--- config.mk ---
export PLATFORM = sky130hd
export DESIGN_NAME = tft_ctrl
export DESIGN_NICKNAME = d
export VERILOG_FILES = /design/src/rtl/tft_ctrl.sv
export SDC_FILE = /design/constraint.sdc
export NUM_CORES = 1
export LEC_CHECK = 0
export CORE_UTILIZATION = 41
export CTS_CLUSTER_SIZE = 16
export DETAILED_ROUTE_END_ITERATION = 6
export GPL_ROUTABILITY_DRIVEN = 0
export PLACE_DENSITY = 0.78
export SLEW_MARGIN = 20
export SYNTH_ARGS = -nofsm -noshare
export SYNTH_HDL_FRONTEND = slang
export SYNTH_SLANG_ARGS = --single-unit
--- constraint.sdc ---
create_clock -name tft_clk -period 2.2 [get_ports tft_clk]
set_input_delay 0.44 -clock tft_clk [delete_from_list [all_inputs] [get_ports tft_clk]]
set_output_delay 0.44 -clock tft_clk [all_outputs]
set_load 0.02 [all_outputs]
--- src/rtl/tft_ctrl.sv ---
// ----------------------------------------------------------------------------
// tft_ctrl : timing controller for an 800x480 TFT panel on the pixel clock.
//
// Generates hsync/vsync/tft_de/tft_bl from a free-running line/frame counter,
// issues pixel-coordinate requests one clock ahead of data-enable to a
// registered pixel generator, and passes the returned colour to the panel
// while tft_de is high. Display on/off requests are honoured only in the last
// cycle of a frame, so the panel always sees whole frames.
//
// Ports
//   tft_clk      in   pixel clock, single domain
//   sys_rst_n    in   asynchronous active-low reset
//   disp_en      in   display enable request (level, sampled at frame end)
//   pix_data     in   [23:0] RGB888 for the coordinate requested last clock
//   pix_x        out  [10:0] requested X, 11'h3FF outside the request window
//   pix_y        out  [10:0] requested Y, 11'h3FF outside the request window
//   rgb_tft      out  [23:0] panel colour, zero whenever tft_de is low
//   hsync        out  horizontal sync, active high
//   vsync        out  vertical sync, active high
//   tft_de       out  panel data enable
//   tft_bl       out  backlight enable
//   frame_start  out  one-clock pulse at line 0, clock 0
//
// Display state
//   state | meaning
//   ------+-------------------------------------------------------------
//   OFF   | no requests, tft_de and tft_bl held low; syncs keep running
//   ON    | requests and tft_de in the active area, backlight on
// ----------------------------------------------------------------------------
module tft_ctrl #(
   parameter logic [10:0] H_SYNC  = 11'd1,
   parameter logic [10:0] H_BACK  = 11'd46,
   parameter logic [10:0] H_VALID = 11'd800,
   parameter logic [10:0] H_FRONT = 11'd210,
   parameter logic [10:0] H_TOTAL = 11'd1057,
   parameter logic [10:0] V_SYNC  = 11'd1,
   parameter logic [10:0] V_BACK  = 11'd23,
   parameter logic [10:0] V_VALID = 11'd480,
   parameter logic [10:0] V_FRONT = 11'd22,
   parameter logic [10:0] V_TOTAL = 11'd526
) (
   input  logic        tft_clk,
   input  logic        sys_rst_n,
   input  logic        disp_en,
   input  logic [23:0] pix_data,
   output logic [10:0] pix_x,
   output logic [10:0] pix_y,
   output logic [23:0] rgb_tft,
   output logic        hsync,
   output logic        vsync,
   output logic        tft_de,
   output logic        tft_bl,
   output logic        frame_start
);

   typedef enum logic {OFF = 1'b0, ON = 1'b1} disp_state_t;

   // Requests lead tft_de by one clock to cover the generator's register.
   localparam logic [10:0] H_REQ_BEG = H_SYNC + H_BACK - 11'd1;
   localparam logic [10:0] H_REQ_END = H_SYNC + H_BACK + H_VALID - 11'd1;
   localparam logic [10:0] H_DE_BEG  = H_SYNC + H_BACK;
   localparam logic [10:0] H_DE_END  = H_SYNC + H_BACK + H_VALID;
   localparam logic [10:0] V_ACT_BEG = V_SYNC + V_BACK;
   localparam logic [10:0] V_ACT_END = V_SYNC + V_BACK + V_VALID;

   // An inconsistent parameter set keeps the display dark rather than
   // driving a malformed active area onto the panel.
   localparam logic TIMING_OK =
      (H_TOTAL == H_SYNC + H_BACK + H_VALID + H_FRONT) &&
      (V_TOTAL == V_SYNC + V_BACK + V_VALID + V_FRONT);

   logic [10:0] cnt_h;
   logic [10:0] cnt_v;
   logic        h_last;
   logic        v_last;
   logic        v_act;
   logic        req_win;

   disp_state_t state_q;
   disp_state_t state_d;

   assign h_last = (cnt_h == H_TOTAL - 11'd1);
   assign v_last = (cnt_v == V_TOTAL - 11'd1);

   always_ff @(posedge tft_clk or negedge sys_rst_n) begin
      if (!sys_rst_n) begin
         cnt_h <= '0;
         cnt_v <= '0;
      end else if (h_last) begin
         cnt_h <= '0;
         cnt_v <= v_last ? 11'd0 : cnt_v + 11'd1;
      end else begin
         cnt_h <= cnt_h + 11'd1;
      end
   end

   always_ff @(posedge tft_clk or negedge sys_rst_n) begin
      if (!sys_rst_n) begin
         state_q <= OFF;
      end else begin
         state_q <= state_d;
      end
   end

   always_comb begin
      state_d = state_q;
      if (h_last && v_last) begin
         state_d = (disp_en && TIMING_OK) ? ON : OFF;
      end
   end

   assign v_act   = (cnt_v >= V_ACT_BEG) && (cnt_v < V_ACT_END);
   assign req_win = (state_q == ON) && v_act &&
                    (cnt_h >= H_REQ_BEG) && (cnt_h < H_REQ_END);

   assign pix_x = req_win ? (cnt_h - H_REQ_BEG) : 11'h3FF;
   assign pix_y = req_win ? (cnt_v - V_ACT_BEG) : 11'h3FF;

   assign tft_de = (state_q == ON) && v_act &&
                   (cnt_h >= H_DE_BEG) && (cnt_h < H_DE_END);

   assign rgb_tft     = tft_de ? pix_data : 24'h000000;
   assign hsync       = (cnt_h < H_SYNC);
   assign vsync       = (cnt_v < V_SYNC);
   assign tft_bl      = (state_q == ON);
   assign frame_start = (cnt_h == 11'd0) && (cnt_v == 11'd0);

endmodule

==> flow_summary.ini <==
[worst_hold_path]
hp-class = in2async

[yosys]
synth_seq_area_share_pct = 27.3
synthTopCellsByArea = dfrtp_1 (27%), nand3_1 (9.8%), nor2_1 (6.8%), xnor2_1 (6.7%), ha_1 (6.5%)
ys_ff_latch = 23
syn-num-nets = 304
synth.top_cell.area_share_pct = 27.3
synth_ff_type = dfrtp_1
synth.yosys.warnings = 0
syn_area_mm2 = 0.00210
async_flop_share_pct = 100
postSynthCellCount = 266
synth_cell_types = 48
synth_top_area_cell = dfrtp_1
syn_area_per_cell_um2 = 7.91
synth_most_common_cell = nand3_1
synth_edf_count = 0
ys_top_cells_by_count = nand3_1 (41), nor2_1 (38), dfrtp_1 (23), xnor2_1 (16)

[timing]
timing.fmax_mhz = 376
holdWs_ns = 0.534
setup_viol = 55
hold_viol_final = 0
fin_crit_ns = 2.66
max-slew-margin-rel_pct = 61.0
fin_skew_ns = 0.00433
setup_ws_ns = -0.459
rsz0062_at_grt = yes
fin_crit_sh_pct = 121
worst_pin_slew_ns = 0.576
finalSetupTns_ns = -17.34
maxSlewViolCount = 0

[global_routing]
grt_pass1_vias = 2820
gr-total-overflow = 0
grt_max_degree = 24
antenna_found_initial = 0
grt_usage_pct = 36.1
grt_pass1_wl_um = 14600

[drt]
ant_nets = 0
vias = 3039
drc = 0
routed_via_density = 6.32
drt_iter0_drc = 306
first_pass_iters = 5
wl_per_cell_um = 23.9
routed_wirelength_um = 11500

[critical_path]
path_class = reg2out
end_kind = output pin
cp.arrival_ns = 2.22
cp_data_required_time_ns = 1.76
setup.worst_path.start_class = flip-flop
crit_fanout = 7
r2r_cells = 6

[cells_and_area]
n_antenna_cell = 0
final_cells = 481
drive_above_1_share_pct = 59.2
area_delta_synth_final_pct = 107
fillers = 198
nNetsFinal = 453

[cts]
clk_latency_ns = 0.27
cts_sinks = 23
clockBufferDepth = 2
cts_hold_buf = 0
root_buffer = clkbuf_8
cts_buffers = 3
clk_pin_slew_ns = 0.08
cts_tree = done
h-tree-depth = 1

[floorplanning]
die_y_um = 73.6
start_util_pct = 43.7
core-area_mm2 = 0.00482
dieArea_mm2 = 0.00542
io_pins = 78
die_w_um = 73.6
fp-row-count = 25

[outcome]
status = finished, violations left
violations = setup timing

[pwr]
peakVddDrop_mv = 0.262
p_leak_nw = 1.81
p_per_area_mw_per_mm2 = 174

[job]
maxCapViolCount = 0

[placement]
dp_hpwl_um = 5630
preCtsSetupSlack_ns = -0.593
dp_cells = 455
io_buffers = 77
==> critical path, stage by stage (launching register included) <==
cell,delay (ns)
dfrtp_1,0.42
ha_4,0.17
nand3_4,0.08
or4b_4,0.49
a31o_4,0.31
buf_12,0.17
nor2_4,0.16
buf_6,0.15
==> metal layers <==
metal / GRT usage (%) / vias to the layer above / wire (um)
met3: 7.27 / 86 / 889
met2: 64.4 / 238 / 5790
met1: 39.9 / 1491 / 4010
met5: 0 / - / 0
met4: 19.7 / 0 / 801
li1: - / 1224 / -
==> flip-flops by register name (all words and copies together) (netlist names) <==
signal  flops
cnt_h      11
tft_bl      1
cnt_v      11
==> where the power goes <==
part	total (mW)	switching, mW	internal [mW]
registers	0.422	0	0.422
clock network	0.275	0.145	0.130
logic	0.0637	0.0208	0.0429
==> layout by cell type (no fill, tap or decap), types with 3 or more instances in the layout <==
cell,synthesis,routed
a21oi_1,3,3
and2_4,1,3
and3_1,6,4
buf_12,0,7
buf_2,6,4
buf_4,0,79
buf_6,5,51
clkbuf_8,0,3
clkdlybuf4s50_1,0,27
dfrtp_1,23,20
dfrtp_2,0,3
ha_1,11,9
inv_1,9,9
nand2_1,14,11
nand2_4,0,4
nand3_1,41,15
nand3_2,9,24
nand3_4,0,11
nand4_1,5,5
nor2_1,38,13
nor2_4,0,25
o21ai_0,6,4
or3_1,6,3
or3_4,0,3
xnor2_1,16,15
xor2_1,8,8
==> area by class of cell <==
class                           count  area [um2]  share of cell area (%)
Sequential cell                    23         579                    13.3
Multi-Input combinational cell    208        1970                    45.2
Clock buffer                        4        45.0                    1.03
Tap cell                           67        83.8                    1.92
Inverter                            9        33.8                   0.774
Timing Repair Buffer              170        1650                    37.8
==> cell families after synthesis <==
group	Yosys count	share of synthesized area [%]
adders and majority gates	11	6.54
buffers and inverters	36	8.56
muxes	3	1.55
DFF	23	27.3
AOI/OAI and AO/OA	27	9.51
xor gates and xnor gates	24	9.99
and+or+nand+nor	142	36.5
==> path summary, 6_finish.rpt <==
| kind | startpoint | to | slack (ns) |
|---|---|---|---|
| setup reg to reg | cnt_h[4] | cnt_v[8] | -0.13 |
| setup / recovery | cnt_h[1] | rgb_tft[22] | -0.46 |
| hold reg to reg | cnt_v[10] | cnt_v[10] | 0.64 |
| max in group asynchronous | sys_rst_n | cnt_h[9] | 1.40 |
| hold / removal | sys_rst_n | cnt_h[2] | 0.53 |
| min in group tft_clk | cnt_v[10] | cnt_v[10] | 0.64 |
==> through the flow <==
step	utilization, %	area (um2)	total power, mW
after floorplan	-	2520	0.432
after global placement	78.5	3780	0.490
after detailed placement	78.5	3780	0.491
after CTS	86.2	4150	0.748
after global routing	90.6	4370	0.777
final	90.6	4370	0.761
==> what timing repair did <==
item / CTS / global route
setup buffers: 12 / 8
endpoints found under the setup margin: 50 / 53
pin swaps: 18 / 30
resized for setup: 321 / 42
cloned: 2 / 1
endpoints found under the hold margin: 0 / 0
No activity file was read; power rests on OpenSTA's default activity.
==> RTL change, RTL diff (same flow settings) <==
Reset style: synchronous (`sys_rst_n`), changed in 2 clocked blocks. Comments in the files are not updated.
--- a/src/rtl/tft_ctrl.sv
+++ b/src/rtl/tft_ctrl.sv
@@ -82,7 +82,7 @@
    assign h_last = (cnt_h == H_TOTAL - 11'd1);
    assign v_last = (cnt_v == V_TOTAL - 11'd1);
 
-   always_ff @(posedge tft_clk or negedge sys_rst_n) begin
+   always_ff @(posedge tft_clk) begin
       if (!sys_rst_n) begin
          cnt_h <= '0;
          cnt_v <= '0;
@@ -94,7 +94,7 @@
       end
    end
 
-   always_ff @(posedge tft_clk or negedge sys_rst_n) begin
+   always_ff @(posedge tft_clk) begin
       if (!sys_rst_n) begin
          state_q <= OFF;
       end else begin
Behaviour: differs if sys_rst_n is asserted again (counterexample within 4 cycles, from zero or initial values and one cycle with sys_rst_n low); with sys_rst_n held inactive, the same outputs for 10 cycles.
==> RTL change against the unedited design <==
- the flow still finishes with violations (negative setup slack)
- area after synthesis is 0.65% lower
- worst setup slack better by 160 ps
- fmax is 6.6% higher
- final area is 17% lower
- sequential cell count stayed put
- core utilization is 16 points lower
- non-clock buffer count is 25 lower
- register-to-register slack better by 310 ps
- routed wire length is 41% lower
- synthesized cell count is 4.1% higher
- largest cell class unchanged
Power is not compared: it rests on default switching activity, and its combinational part moved more than twofold at a synthesized area within 25%.
==> RTL change: results (changes against the unedited design) <==
** Outcome
- Outcome :: finished, violations left (unchanged)
- Violations in the final reports :: negative setup slack (unchanged)

** Logic synthesis
- Gate count after technology mapping :: 277 (was 266)
- Ranking of synthesized cells by area: dfxtp_1, xnor2_1, ha_1 (was dfrtp_1, nand3_1, nor2_1).
- Post-synth ARST share :: 0 (was 1.00)
- The portion of netlist area occupied by mux cells came to 0 (was 0.0155).
- Share of the yosys chip area belonging to registers :: 0.220 (was 0.273)

** Timing
- Sum of negative setup slack :: -10710 ps (was -17340 ps)
- The worst-margin pin slew is 541 ps (was 576 ps).
- The setup slack of the critical path after layout came to -295 ps (was -459 ps).
- The final count of negative-setup-slack endpoints was 49 (was 55).

** Critical path
- Worst R2R Start :: cnt_h[1]$_SDFF_PP0_ (was cnt_h[4]$_DFF_PN0_)
- The reg-to-reg setup timing slack is 180 ps (was -130 ps).
- The end of the worst register-to-register path is cnt_v[7]$_SDFFE_PN0N_ (was cnt_v[8]$_DFFE_PN0N_).
- The largest fanout on the critical path is 6 (was 7).
- The critical path endpoint is rgb_tft[6] (was rgb_tft[22]).
- The stage delay of the slowest cell on the critical path was 540 ps (was 490 ps).

** Final layout
- The net total in the final layout was 444 (was 453).
- The fraction of final layout cells with drive strength greater than 1 is 0.437 (was 0.592).

** Placed design
- The half-perimeter wire length of the detailed placement result is 4.67 mm (was 5.63 mm).
- Worst slack at placement :: -419 ps (was -593 ps)

** Drt
- The total wire length came to 6.78 mm (was 11.5 mm).
- Pre-Repair DR Iteration Count :: 4 (was 5)
- Total via count in the routed design :: 2474 (was 3039)
- Violation count after the first detailed-route iteration :: 66 (was 306)

** Hold path
- Min-Delay Path Class :: reg2reg (was in2async)

** Global routing
- First-pass GRT wire length :: 9.26 mm (was 14.6 mm)
- Pin count of the biggest net entering global routing :: 26 (was 24)
RTL change: final cells by class:
type                       count  area [µm²]
clock buffer                   3        41.3
clock inverter                 1        5.00
fill                         364        1210
inverter                      36         135
multi-input combinational    197        1590
sequential                    23         468
tap                           67        83.8
timing repair buffer         145        1290
RTL change: where the power goes:
group,switching (mW),internal [mW]
logic,0.0624,0.0874
registers,0.00740,0.421
clock network,0.144,0.127
RTL change: layer usage:
metal,wire length (µm),vias to the layer above,part of all wire,track usage
li1,-,1217,-,-
met1,2650,1140,0.39,0.255
met4,86,0,0.013,0.0598
met2,3440,111,0.51,0.398
met3,605,6,0.089,0.0453
met5,0,-,0,0
RTL change: timing repair:
item,4_1_cts,5_1_grt
endpoints found under the setup margin,50,49
gates resized for setup,203,136
pin swaps,0,23
setup buffers,3,2
cloned,0,3
RTL change: logic make-up (layout without fill, tap and decap cells):
kind of cell	Yosys count	count (layout)
buf+inv	57	185
xor+xnor	25	25
fa+ha+maj	11	11
flops	23	23
compound gates	35	35
simple gates	126	126
